## src/rtl/lookupflow_req.sv

```systemverilog
// lookupflow_req: ingress-side OpenFlow lookup initiator.
// Parses Ethernet/IPv4 headers from the RX byte stream, builds the 116-bit key,
// issues one lookup request pulse per frame, waits for ack/err/timeout and presents
// the forwarding decision through a valid/ready result interface.
module lookupflow_req #(
    parameter logic [3:0]  PORT_NUM = 4'h0,
    parameter logic [15:0] TIMEOUT  = 16'd64
) (
    input  logic         sys_clk,
    input  logic         sys_rst,
    input  logic         rx_sof,
    input  logic         rx_valid,
    input  logic [7:0]   rx_data,
    input  logic         rx_eof,
    output logic         of_lookup_req,
    output logic [115:0] of_lookup_data,
    input  logic         of_lookup_ack,
    input  logic         of_lookup_err,
    input  logic [3:0]   of_lookup_fwd_port,
    output logic         res_valid,
    input  logic         res_ready,
    output logic [3:0]   res_fwd_port,
    output logic         res_err,
    output logic [15:0]  drop_cnt
);

    typedef enum logic [2:0] {IDLE, PARSE, REQ, WAIT, DONE} state_t;

    state_t      state;
    logic [5:0]  byte_cnt;   // index of the next byte to arrive in PARSE
    logic [15:0] tmo_cnt;    // cycles elapsed since the request pulse

    logic [47:0] src_mac;
    logic [7:0]  etype_hi;
    logic [31:0] src_ip;
    logic [23:0] dst_ip_hi;

    logic sof_beat;
    logic data_beat;
    logic etype_bad;

    assign sof_beat  = rx_valid & rx_sof;
    assign data_beat = (state == PARSE) & rx_valid & ~rx_sof;
    assign etype_bad = ({etype_hi, rx_data} != 16'h0800);

    // Header field capture; bytes arrive MSB first so each field is shifted in.
    always_ff @(posedge sys_clk) begin
        if (data_beat) begin
            if (byte_cnt >= 6'd6 && byte_cnt <= 6'd11)
                src_mac <= {src_mac[39:0], rx_data};
            if (byte_cnt == 6'd12)
                etype_hi <= rx_data;
            if (byte_cnt >= 6'd26 && byte_cnt <= 6'd29)
                src_ip <= {src_ip[23:0], rx_data};
            if (byte_cnt >= 6'd30 && byte_cnt <= 6'd32)
                dst_ip_hi <= {dst_ip_hi[15:0], rx_data};
        end
    end

    // Frame-level FSM: parse, request, wait for ack/timeout, hold result until accepted.
    always_ff @(posedge sys_clk or posedge sys_rst) begin
        if (sys_rst) begin
            state          <= IDLE;
            byte_cnt       <= 6'd0;
            tmo_cnt        <= 16'd0;
            of_lookup_req  <= 1'b0;
            of_lookup_data <= '0;
            res_valid      <= 1'b0;
            res_fwd_port   <= 4'h0;
            res_err        <= 1'b0;
            drop_cnt       <= 16'd0;
        end else begin
            of_lookup_req <= 1'b0;

            // A new frame can only be taken from IDLE; anything else is counted and ignored.
            if (sof_beat && state != IDLE && drop_cnt != 16'hFFFF)
                drop_cnt <= drop_cnt + 16'd1;

            case (state)
                IDLE: begin
                    if (sof_beat) begin
                        byte_cnt <= 6'd1;
                        if (rx_eof) begin
                            state        <= DONE;
                            res_valid    <= 1'b1;
                            res_err      <= 1'b1;
                            res_fwd_port <= 4'h0;
                        end else begin
                            state <= PARSE;
                        end
                    end
                end
                PARSE: begin
                    if (data_beat) begin
                        if (byte_cnt != 6'd63)
                            byte_cnt <= byte_cnt + 6'd1;
                        if ((byte_cnt == 6'd13 && etype_bad) ||
                            (byte_cnt != 6'd33 && rx_eof)) begin
                            state        <= DONE;
                            res_valid    <= 1'b1;
                            res_err      <= 1'b1;
                            res_fwd_port <= 4'h0;
                        end else if (byte_cnt == 6'd33) begin
                            state          <= REQ;
                            of_lookup_req  <= 1'b1;
                            of_lookup_data <= {PORT_NUM, src_mac, src_ip, dst_ip_hi, rx_data};
                        end
                    end
                end
                REQ: begin
                    state   <= WAIT;
                    tmo_cnt <= 16'd1;
                end
                WAIT: begin
                    // Ack takes priority over a timeout expiring in the same cycle.
                    if (of_lookup_ack) begin
                        state        <= DONE;
                        res_valid    <= 1'b1;
                        res_fwd_port <= of_lookup_fwd_port;
                        res_err      <= of_lookup_err;
                    end else if (tmo_cnt == TIMEOUT - 16'd1) begin
                        state        <= DONE;
                        res_valid    <= 1'b1;
                        res_fwd_port <= 4'h0;
                        res_err      <= 1'b1;
                    end else begin
                        tmo_cnt <= tmo_cnt + 16'd1;
                    end
                end
                DONE: begin
                    if (res_ready) begin
                        res_valid <= 1'b0;
                        state     <= IDLE;
                    end
                end
                default: state <= IDLE;
            endcase
        end
    end

endmodule

```

## config.mk

```make
export PLATFORM = sky130hd
export DESIGN_NAME = lookupflow_req
export DESIGN_NICKNAME = d
export VERILOG_FILES = /design/src/rtl/lookupflow_req.sv
export SDC_FILE = /design/constraint.sdc
export NUM_CORES = 1
export LEC_CHECK = 0
export CELL_PAD_IN_SITES_DETAIL_PLACEMENT = 1
export CELL_PAD_IN_SITES_GLOBAL_PLACEMENT = 1
export CORE_MARGIN = 2
export CORE_UTILIZATION = 45
export CTS_CLUSTER_DIAMETER = 30
export DETAILED_ROUTE_END_ITERATION = 12
export GPL_ROUTABILITY_DRIVEN = 0
export PLACE_DENSITY_LB_ADDON = 0.1
export SYNTH_ARGS = -nofsm -noshare
export SYNTH_HDL_FRONTEND = slang
export SYNTH_SLANG_ARGS = --single-unit
```

## constraint.sdc

```tcl
create_clock -name sys_clk -period 7.2 [get_ports sys_clk]
set_input_delay 1.8 -clock sys_clk [delete_from_list [all_inputs] [get_ports sys_clk]]
set_output_delay 1.8 -clock sys_clk [all_outputs]
set_load 0.005 [all_outputs]
```

==> flow_metrics.tcl, run 1 <==
set metrics [dict create \
    arrival_ns 4.09 \
    synth_compound_area_share_pct 4.382 \
    syn_avg_cell_area_sq_um 16.52 \
    die_h_microns 157.6 \
    maxCapViolCount 0 \
    timing.critical_path.cells "clkdlybuf4s50_1 > nor3b_4 > nand2_8 > mux2_2" \
    switching_share_pct 22.66 \
    synth_xor_area_share_pct 1.567 \
    synthMuxAreaShare_pct 14.97 \
    syn_inst 643 \
    synth_area_leaders "dfrtp_1 (38%), edfxtp_1 (32%), mux2_4 (9.9%)" \
    final_hold_viol_count 0 \
    clkLatencyLatePin_ns 0.56 \
    worstReg2RegStart "state[0]" \
    met2_usage_pct 34.00 \
    syn2layout_area_growth_pct 35.21 \
    layout.nets 862 \
    yosys.area.top_type "dfrtp_1" \
    cts_sinks 272 \
    initial_core_util_pct 45.53 \
    gr-usage-met3_pct 5.146 \
    ios 159 \
    ys.flop_type "dfrtp_1" \
    cts_made_buffers 56 \
    antenna_found_initial 0 \
    dr_total_vias 6174 \
    period_share_pct 50.93 \
    grt_first_pass_wirelength_microns 38420 \
    portBuffers 154 \
    relSlewSlack_pct 25.27 \
    die_w_microns 157.6 \
    worstMarginPinSlew_ns 1.121 \
    hold_start "src_mac[27]" \
    rrSetupSlack_ns 4.19 \
    hold_depth 0 \
    cp-startpoint "rx_valid" \
    grt_max_degree 116 \
    cts_tree "built" \
    r2r_cells 4 \
    synth_area_sq_um 10620 \
    cts_hold_buf 0 \
    max_stage_delay_ns 0.66 \
    crit_family "simple AND/OR/NAND/NOR gates" \
    setup_viol 0 \
    fin_skew_ns 0.01670 \
    crit_buf_inv 1 \
    endpoint_kind "register" \
    ctsResizeCount 0 \
    final.setup.tns_ns 0 \
    antenna_cells 0 \
    core_area_sq_um 23330 \
    synth_enable_flop_cells 112 \
    async_reset_ff_share_pct 58.82 \
    synth.most_common_cell "dfrtp_1" \
    fmax_mhz 272.7 \
    leakagePower_nw 6.228 \
    utilization_pct 61.56 \
    power_frac_clock_pct 57.8 \
    drt_pre_antenna_iters 4 \
    fillCellCount 2151 \
    die_area_sq_um 24850 \
    p_int_w 0.003468 \
    worst_ep_required_time_ns 7.62 \
    critPathKind "in -> reg" \
    ys_seq_area_share_pct 69.35 \
    synth_top_area_share_pct 37.69 \
    synthTopCellsByCount "dfrtp_1 (160), edfxtp_1 (112), mux2_4 (70)" \
    vias_per_cell 5.136 \
    grt.busiest_layer "met2" \
    rsz0062_at_grt "false" \
    synth_top_family_by_area "multiplexers" \
    worstSetupPathDepth 4 \
    power_switching_w 0.001016 \
    wl_per_cell_microns 20.21 \
    drt_iter0_drc 220 \
    slew_viol_final 0 \
    num_rows 56 \
    dp_hpwl_microns 14400 \
    postCtsSetupBuffers 0 \
    power_density_nw_per_um2 312.2 \
    seq_power_share_pct 37.8 \
    period_needed_ns 3.667 \
    clk_path_buf_depth 3 \
    path_max_fanout 113 \
    synth-seq-cells 272 \
    clkTransAtPathRegs_ns 0.05 \
    grt-ovfl-total 0 \
    htree_levels 2 \
    grtUsageTotal_pct 19.94 \
    combinationalPowerShare_pct 4.5 \
    wirelength_microns 24300 \
    synth_cell_types 67 \
    hold_path.class "reg -> reg" \
    drtAntennaViolNets 0 \
    met1_usage_pct 25.06 \
    layout-drive-gt1-share_pct 26.50 \
    cts-root-buf "clkbuf_16" \
    slowest_stage "nand2_8" \
    synth-adder-area-share_pct 0.8245 \
    ir_drop_v 0.0001923 \
    status "finished, final reports clean" \
    start_kind "input pin" \
    synthSimpleGateAreaFrac_pct 6.655 \
    yosysWarnings 0 \
    first_global_vias 6781 \
    drc 0 \
]
[layout make-up]
type	count	area, sq um	area share (%)
flip-flops and latches	272	7367	51.29
multi-input cells	335	3050	21.24
repair buffers	157	1564	10.89
clock buffers	65	1455	10.13
clock inverters	41	473.0	3.293
well taps	319	399.1	2.779
inverters	13	53.80	0.3746
[power groups by stage]
stage               clock (W)  combinational [W]  sequential [W]
finish                0.00259           0.000200         0.00169
global route          0.00273           0.000225         0.00170
CTS                   0.00265           0.000204         0.00169
detailed placement          0           0.000202         0.00172
global placement            0           0.000192         0.00172
floorplan                   0           0.000144         0.00169
[path summary, 6_finish.rpt]
check	to
max	of_lookup_data[94]
min	src_mac[35]
max reg2reg	of_lookup_data[94]
min reg2reg	src_mac[35]
max in group asynchronous	of_lookup_data[111]
min in group asynchronous	of_lookup_req
[cell usage in the layout (no fill, tap or decap), types with 6 or more instances in the layout]
master           count
a21oi_1             10
a22o_1               9
and4_1               6
bufinv_16            8
clkbuf_1             7
clkbuf_16           56
clkdlybuf4s50_1    154
clkinv_2            19
clkinv_4             7
dfrtp_1            160
edfxtp_1           112
ha_1                 7
inv_1               12
mux2_2              47
mux2_4              70
nand2_1             22
nand3_1             13
nand4_1             11
nor2_1              22
nor3_1               8
nor4_1               6
o21ai_0             12
xnor2_1             11
xor2_1               8
[sequential cells by signal, summed over array words and instances (netlist names), 4 cells and up]
register and count:
drop_cnt 16, byte_cnt 6, res_fwd_port 4, dst_ip_hi 24, src_mac 48, tmo_cnt 16
of_lookup_data 112, etype_hi 8, src_ip 32
[routing by layer]
layer	routed length (microns)	up-vias
met5	0	-
li1	-	2806
met2	12650	152
met1	10100	3191
met3	1222	25
met4	327	0
[per-stage QoR]
| stage | cells | total power, W | setup slack [ns] | hold WS (ns) | cell area (sq um) |
|---|---|---|---|---|---|
| 6_report | 1202 | 0.004484 | 3.533 | 0.4425 | 14360 |
| 5_1_grt | 1202 | 0.004651 | 3.423 | 0.4513 | 14360 |
| 4_1_cts | 1202 | 0.004543 | 3.541 | 0.4416 | 14360 |
| 3_5_place_dp | 1096 | 0.001919 | 2.991 | 0.4337 | 12430 |
| 3_3_place_gp | 1096 | 0.001908 | 3.081 | 0.4234 | 12430 |
| 2_1_floorplan | 646 | 0.001831 | 1.080 | 0.4222 | 10630 |
[logic make-up after synthesis]
group / after synthesis
xor+xnor: 19
other cells: 1
simple gates: 122
fa+ha+maj: 7
buf+inv: 39
mux: 118
compound gates: 65
flops: 272
[worst reg2reg max path: cells and delay by family (launching register included)]
kind / cells / cell delay [ns]
flops: 1 / 1.02
mux: 1 / 0.63
simple gates: 3 / 1.23
(Power assumes the default switching activity.)
==> run 2: changes to the inputs <==
==> constraint.sdc (replaced) <==
create_clock -name sys_clk -period 3.7 [get_ports sys_clk]
set_input_delay 0.925 -clock sys_clk [delete_from_list [all_inputs] [get_ports sys_clk]]
set_output_delay 0.925 -clock sys_clk [all_outputs]
set_load 0.005 [all_outputs]
==> run 2 against run 1 <==
  * Routed wire length increased by 0.81%
  * Sequential share of layout area fell by 0.88 points
  * Die area stayed put
  * Sequential power up 93%
  * Final area rose by 1.7%
  * Combinational power grew 120%
  * Via count grew 0.76%
  * Non-clock buffer count rose by 13
  * Clock power up 100%
  * Power up 100%
==> flow_metrics.tcl, run 2 (same netlist as run 1, synthesis figures left out) <==
set metrics [dict create \
    final_cells 1217 \
    fin_skew_ns 0.02867 \
    die_w_microns 157.6 \
    drtAntennaViolNets 0 \
    crit_family "buffers and inverters" \
    period_needed_ns 2.760 \
    dr_total_vias 6221 \
    syn2layout_area_growth_pct 37.56 \
    r2r_end "tmo_cnt[11]" \
    status "finished, final reports clean" \
    arrival_ns 3.21 \
    cts_made_buffers 57 \
    slowest_stage "clkdlybuf4s50_1" \
    cts_tree "built" \
    reg.largest.list "of_lookup_data: 112 flops, src_mac: 48 flops, src_ip: 32 flops" \
    drt_pre_antenna_iters 4 \
    final.setup.tns_ns 0 \
    worstSetupPathDepth 7 \
    vias_per_cell 5.112 \
    regMostFlops "of_lookup_data" \
    grtUsageTotal_pct 20.20 \
    die_area_sq_um 24850 \
    htree_levels 2 \
    wirelength_microns 24490 \
    period_share_pct 74.61 \
    worst_ep_required_time_ns 4.15 \
    cts_hold_buf 0 \
    clkTransAtPathRegs_ns 0.05 \
    setup_viol 0 \
    mostFrequentLayoutCells "dfrtp_1 (160), clkdlybuf4s50_1 (154), edfxtp_1 (112), mux2_4 (70), clkbuf_16 (58)" \
    rsz0062_at_grt "false" \
    cp-startpoint "rx_data[0]" \
    fmax_mhz 362.3 \
    hold_path.class "reg -> reg" \
    largest_reg_flops 112 \
    clkLatencyLatePin_ns 0.57 \
    rrSetupSlack_ns 1.33 \
    worstMarginPinSlew_ns 0.7301 \
    final_hold_viol_count 0 \
    power_density_nw_per_um2 614.0 \
    initial_core_util_pct 45.53 \
    timing.critical_path.cells "clkdlybuf4s50_1 > nor4_1 > buf_4 > nand4_1 > a221o_1 > o211a_1 > mux2_4" \
    crit_buf_inv 2 \
    ir_drop_v 0.0004075 \
    layout-drive-gt1-share_pct 27.17 \
    die_h_microns 157.6 \
    ctsResizeCount 0 \
    start_kind "input pin" \
    dp_hpwl_microns 15220 \
    drc 0 \
    cts_sinks 272 \
    antenna_found_initial 0 \
    first_global_vias 6924 \
    placed_cells 1109 \
    layout_commonest_cell "dfrtp_1" \
    layout.nets 876 \
    antenna_cells 0 \
    cp-endpoint "state[0]" \
    critPathKind "in -> reg" \
    max_stage_delay_ns 0.55 \
    num_rows 56 \
    drt_iter0_drc 220 \
    wl_per_cell_microns 20.13 \
    grt-ovfl-total 0 \
    postCtsSetupBuffers 0 \
    worstReg2RegStart "state[1]" \
    portBuffers 154 \
    power.total_w 0.008972 \
    clk_path_buf_depth 3 \
    leakagePower_nw 6.328 \
    path_max_fanout 6 \
    maxCapViolCount 0 \
    grt_first_pass_wirelength_microns 38640 \
    slew_viol_final 0 \
    cts-root-buf "clkbuf_16" \
    ios 159 \
    r2r_cells 4 \
    core_area_sq_um 23330 \
    relSlewSlack_pct 51.23 \
    utilization_pct 62.63 \
    grt_max_degree 108 \
    endpoint_kind "register" \
]
-- run 2: cell count changes in the layout (fill, tap and decap cells not counted), moves of 2 or more --
cell	previous run	this run
buf_4	3	12
clkinv_2	19	10
buf_12	0	4
clkinvlp_4	3	7
clkinv_1	0	3
clkbuf_16	56	58
clkinv_16	0	2
-- run 2: worst reg2reg max path: stages, from the launching register on --
cell and delay [ns]:
dfrtp_1 0.53, nor2b_1 0.65, nand4_1 0.46, or3_1 0.47, a21oi_1 0.17
-- run 2: cell type report --
cell class / count / area [sq um]
fill: 2119 / 8720
sequential: 272 / 7367
multi-input combinational: 335 / 3049
timing repair buffer: 170 / 1712
clock buffer: 68 / 1509
clock inverter: 40 / 524.3
tap: 319 / 399.1
inverter: 13 / 52.55
-- run 2: worst min-delay path by stage --
stage	from	to	slack (ns)	depth (start not counted)
after global routing	src_ip[6]	src_ip[14]	0.45	0
after detailed placement	src_mac[8]	src_mac[16]	0.43	0
after floorplan	src_mac[5]	src_mac[13]	0.42	0
after global placement	src_mac[31]	src_mac[39]	0.42	0
after CTS	src_ip[6]	src_ip[14]	0.44	0
final	src_mac[22]	src_mac[30]	0.43	0
-- run 2: power by group --
| part | switching, W | total (W) | internal, W |
|---|---|---|---|
| Sequential | 0.0000764 | 0.00326 | 0.00318 |
| Clock | 0.00171 | 0.00527 | 0.00356 |
| Combinational | 0.000252 | 0.000444 | 0.000192 |
-- run 2: metrics by stage --
stage / area (sq um) / hold WS [ns] / setup WS [ns]
floorplan: 10640 / 0.4222 / 0.2610
CTS: 14610 / 0.4388 / 0.9482
global route: 14610 / 0.4484 / 0.9122
global placement: 12580 / 0.4232 / 0.5821
finish: 14610 / 0.4341 / 0.9395
detailed placement: 12580 / 0.4324 / 0.5141
-- run 2: per-layer routing --
metal	GRT usage, %	part of all wire, %
met5	0	0
met4	6.840	2.3
met3	4.435	4.2
met2	35.32	52
met1	24.84	41
==> variant 1, RTL diff (flow settings as in run 1) <==
Register the output `drop_cnt` once more, cleared by the reset; this adds one clock of latency there. The other outputs are not delayed to match.
--- a/src/rtl/lookupflow_req.sv
+++ b/src/rtl/lookupflow_req.sv
@@ -25,6 +25,8 @@
 );
 
     typedef enum logic [2:0] {IDLE, PARSE, REQ, WAIT, DONE} state_t;
+
+    logic [15:0] drop_cnt_s0;
 
     state_t      state;
     logic [5:0]  byte_cnt;   // index of the next byte to arrive in PARSE
@@ -68,13 +70,13 @@
             res_valid      <= 1'b0;
             res_fwd_port   <= 4'h0;
             res_err        <= 1'b0;
-            drop_cnt       <= 16'd0;
+            drop_cnt_s0    <= 16'd0;
         end else begin
             of_lookup_req <= 1'b0;
 
             // A new frame can only be taken from IDLE; anything else is counted and ignored.
-            if (sof_beat && state != IDLE && drop_cnt != 16'hFFFF)
-                drop_cnt <= drop_cnt + 16'd1;
+            if (sof_beat && state != IDLE && drop_cnt_s0 != 16'hFFFF)
+                drop_cnt_s0 <= drop_cnt_s0 + 16'd1;
 
             case (state)
                 IDLE: begin
@@ -138,5 +140,13 @@
         end
     end
 
+    always_ff @(posedge sys_clk or posedge sys_rst) begin
+        if (sys_rst) begin
+            drop_cnt <= '0;
+        end else begin
+            drop_cnt <= drop_cnt_s0;
+        end
+    end
+
 endmodule
 
Behaviour: not the same (Yosys sat finds a counterexample within 4 cycles, from zero or initial values and one cycle with sys_rst high).
==> variant 1 against run 1 <==
- final cell count rose by 1.5%
- clock skew rose by 0.0055 ns
- non-clock buffer count rose by 5
- highest routed layer unchanged
- critical path depth rose by 2
- largest power group unchanged
- setup slack got worse by 0.32 ns
- global-route usage barely moved
- power rose by 7.5%
- synthesized area rose by 2.0%
- cell area rose by 2.9%
- sequential cell count rose by 16
- register-to-register slack barely moved
- routed wire length rose by 1.2%
==> variant 1: results (changes against run 1) <==
ys_async_sr_fraction_pct: 61.1  # +2.3 points
synthAdderAreaFrac_pct: 0.808  # -0.016 points
synth_compound_area_share_pct: 2.69  # -1.7 points
grt_pass1_vias: 6975  # +2.9%
ys_top_cells_by_area: "dfrtp_1 (41%), edfxtp_1 (31%), mux2_4 (8.0%), mux2_2 (5.8%), xor2_1 (1.2%)"
worstReg2RegStart: "byte_cnt[1]"
crit_family: "buffers and inverters"
status: "completed"
arrival_ns: 4.41  # +0.32 ns
holdPathEnd: "drop_cnt[14]"
slew_headroom_pct: 13.8  # -12 points
nets: 879  # +2.0%
peakVddDrop_mv: 0.204  # +6.3%
grt_pass1_wl_um: 40100  # +4.3%
vias: 6164  # -0.16%
r2r_slack_ns: 4.18  # about the same
synth.yosys.seq_area_share_pct: 71.7  # +2.3 points
ys_top_cells_by_count: "dfrtp_1 (176), edfxtp_1 (112), mux2_4 (58), mux2_2 (56), nor2_1 (32)"
drt_iter0_drc: 246  # +12%
routed-wl-met3_um: 1100  # -9.7%
p_leak_nw: 6.40  # +2.7%
m1WireLength_um: 10200  # +0.95%
pre_cts_slack_ns: 2.70  # -0.287 ns
grt.total_usage_pct: 19.9  # -0.044 points
dp_hpwl_um: 15000  # +3.9%
ys_types: 55  # -18%
met3_usage_pct: 4.38  # -0.77 points
cp_slowest_stage_delay_ns: 0.76  # +0.10 ns
cpMaxStageDelayCell: "buf_4"
synth_xor_area_share_pct: 2.18  # +0.62 points
[variant 1: changes by cell type after synthesis, sizes merged, moves of 5 or more]
cell and change:
a21oi -6, xor2 +7, dfrtp +16, nand3 +6, a22o -7, nor2 +8, nor3 -5
[variant 1: cells by family after synthesis]
kind of cell / Yosys count
flops: 288
buf+inv: 35
mux: 116
other cells: 1
simple gates: 136
compound gates: 42
fa+ha+maj: 7
xor+xnor: 27
[variant 1: power by group through the flow]
stage / clock (mW) / combinational, mW / sequential [mW]
2_1_floorplan: 0 / 0.144 / 1.81
3_3_place_gp: 0 / 0.205 / 1.84
3_5_place_dp: 0 / 0.217 / 1.84
4_1_cts: 2.85 / 0.220 / 1.82
5_1_grt: 2.92 / 0.242 / 1.82
6_report: 2.79 / 0.214 / 1.82
[variant 1: final cells by class]
cell class,count,area [sq um]
fill,2150,8770
sequential,288,7770
multi-input combinational,332,2890
timing repair buffer,162,1600
clock buffer,70,1580
clock inverter,40,503
tap,319,399
inverter,9,38.8
[variant 1: how the worst max path moves through the flow]
stage / endpoint / depth (start not counted) / slack (ns)
3_3_place_gp: of_lookup_data[110] / 6 / 2.76
4_1_cts: of_lookup_data[94] / 6 / 3.23
5_1_grt: of_lookup_data[94] / 6 / 3.09
6_report: of_lookup_data[94] / 6 / 3.21
3_5_place_dp: of_lookup_data[111] / 6 / 2.70
2_1_floorplan: byte_cnt[0] / 1 / 0.63
[variant 1: stage by stage]
step | cell area [sq um] | hold slack [ns] | std cells
after floorplan | 10900 | 0.387 | 655
after global placement | 12700 | 0.413 | 1110
after detailed placement | 12700 | 0.422 | 1110
after CTS | 14800 | 0.432 | 1220
after global routing | 14800 | 0.442 | 1220
final | 14800 | 0.430 | 1220
==> variant 2, RTL diff (config.mk and constraints of run 1) <==
Made on the original files. `TIMEOUT`: 16'd64 -> 16'd32.
--- a/src/rtl/lookupflow_req.sv
+++ b/src/rtl/lookupflow_req.sv
@@ -4,7 +4,7 @@
 // the forwarding decision through a valid/ready result interface.
 module lookupflow_req #(
     parameter logic [3:0]  PORT_NUM = 4'h0,
-    parameter logic [15:0] TIMEOUT  = 16'd64
+    parameter logic [15:0] TIMEOUT  = 16'd32
 ) (
     input  logic         sys_clk,
     input  logic         sys_rst,
Function: no difference found for any inputs over 4 cycles, from zero or initial values and one cycle with sys_rst high; that may be too few to reach the edited logic, so the function may still have changed.
==> variant 2 against run 1 <==
- synthesized area down 0.12%
- setup slack got worse by 0.13 ns
- maximum frequency fell by 3.3%
- routed wire length decreased by 2.7%
- cell area shrank 0.94%
- final cell count about the same
- sequential share of layout area up 0.49 points
- sequential cell count stayed put
- clock power shrank 4%
- power is 1.7% lower
- critical path type unchanged
==> variant 2: results (changes against run 1) <==
synth.yosys.seq_area_share_pct: 69.4  # +0.082 points
grt_max_degree: 101  # -13%
ys_top_cells_by_area: "dfrtp_1 (38%), edfxtp_1 (32%), mux2_4 (9.8%), mux2_2 (4.7%), xnor2_1 (1.7%)"
worst-path-max-fanout: 52  # -54%
rr_endpoint: "of_lookup_data[101]"
dp_hpwl_um: 14500  # +0.75%
multiInputGateArea_sq_mm: 0.00296  # -2.9%
arrival_ns: 4.22  # +0.13 ns
clkbuf_count: 64  # -1.5%
synthAdderAreaFrac_pct: 0.825  # +0.00097 points
synthMuxAreaShare_pct: 14.5  # -0.44 points
routedWlPerCell_um: 19.7  # -2.6%
synth_xor_area_share_pct: 1.82  # +0.25 points
r2r_cells: 5  # +1
met1_usage_pct: 24.1  # -0.97 points
dr_wl_met2_um: 12200  # -3.3%
status: "completed"
n_all_buffers: 159  # +1.3%
p_leak_nw: 6.09  # -2.2%
yosysTopAreaCellShare_pct: 37.7  # +0.044 points
ys_top_cells_by_count: "dfrtp_1 (160), edfxtp_1 (112), mux2_4 (69), mux2_2 (44), nand2_1 (22)"
num-multi-input-gates: 333  # -0.60%
min_from: "src_mac[24]"
grt_pass1_vias: 6645  # -2.0%
crit_start: "rx_sof"
grt_pass1_wl_um: 37200  # -3.2%
r2r_slack_ns: 4.01  # -0.18 ns
vias: 6093  # -1.3%
grt_util_met2_pct: 33.7  # -0.31 points
final_layout_size_suffix_gt1_share_pct: 25.5  # -0.99 points
nets: 861  # -0.12%
ys_types: 57  # -15%
met3_usage_pct: 4.10  # -1.0 points
clkCellAreaFrac_pct: 13.1  # -0.28 points
grt.total_usage_pct: 19.3  # -0.66 points
drt_iter0_drc: 244  # +11%
fin_skew_ns: 0.0170  # +0.000308 ns
flops_and_latches: 272  # unchanged
fin_cells: 1201  # -0.083%
port_buffers: 154  # unchanged
tightest_slew_ns: 0.975  # -0.146 ns
ys_async_sr_fraction_pct: 58.8  # unchanged
## variant 2: kinds of logic after synthesis
logic type,Yosys count
xor+xnor,22
flops,272
buf+inv,37
other cells,1
simple gates,123
fa+ha+maj,7
compound gates,63
mux,114
## variant 2: through the flow
step                      setup WS [ns]  power (mW)  hold WS [ns]  util (%)
final                              3.41        4.41         0.439      61.0
after global routing               3.29        4.56         0.450      61.0
after CTS                          3.41        4.46         0.442      61.0
after detailed placement           2.85        1.96         0.432      53.0
after global placement             2.91        1.94         0.424      53.0
after floorplan                    1.08        1.86         0.422         -
## variant 2: where the power goes
part | internal [mW] | leakage [nW] | switching (mW) | total [mW]
combinational | 0.103 | 2.04 | 0.119 | 0.222
clock | 1.62 | 0.877 | 0.859 | 2.48
sequential | 1.65 | 3.17 | 0.0587 | 1.71
total | 3.37 | 6.09 | 1.04 | 4.41
## variant 2: critical path, cell delays in order
cell             delay, ns
clkdlybuf4s50_1       0.60
nor3b_4               0.11
nand2b_4              0.44
buf_4                 0.75
mux2_2                0.43
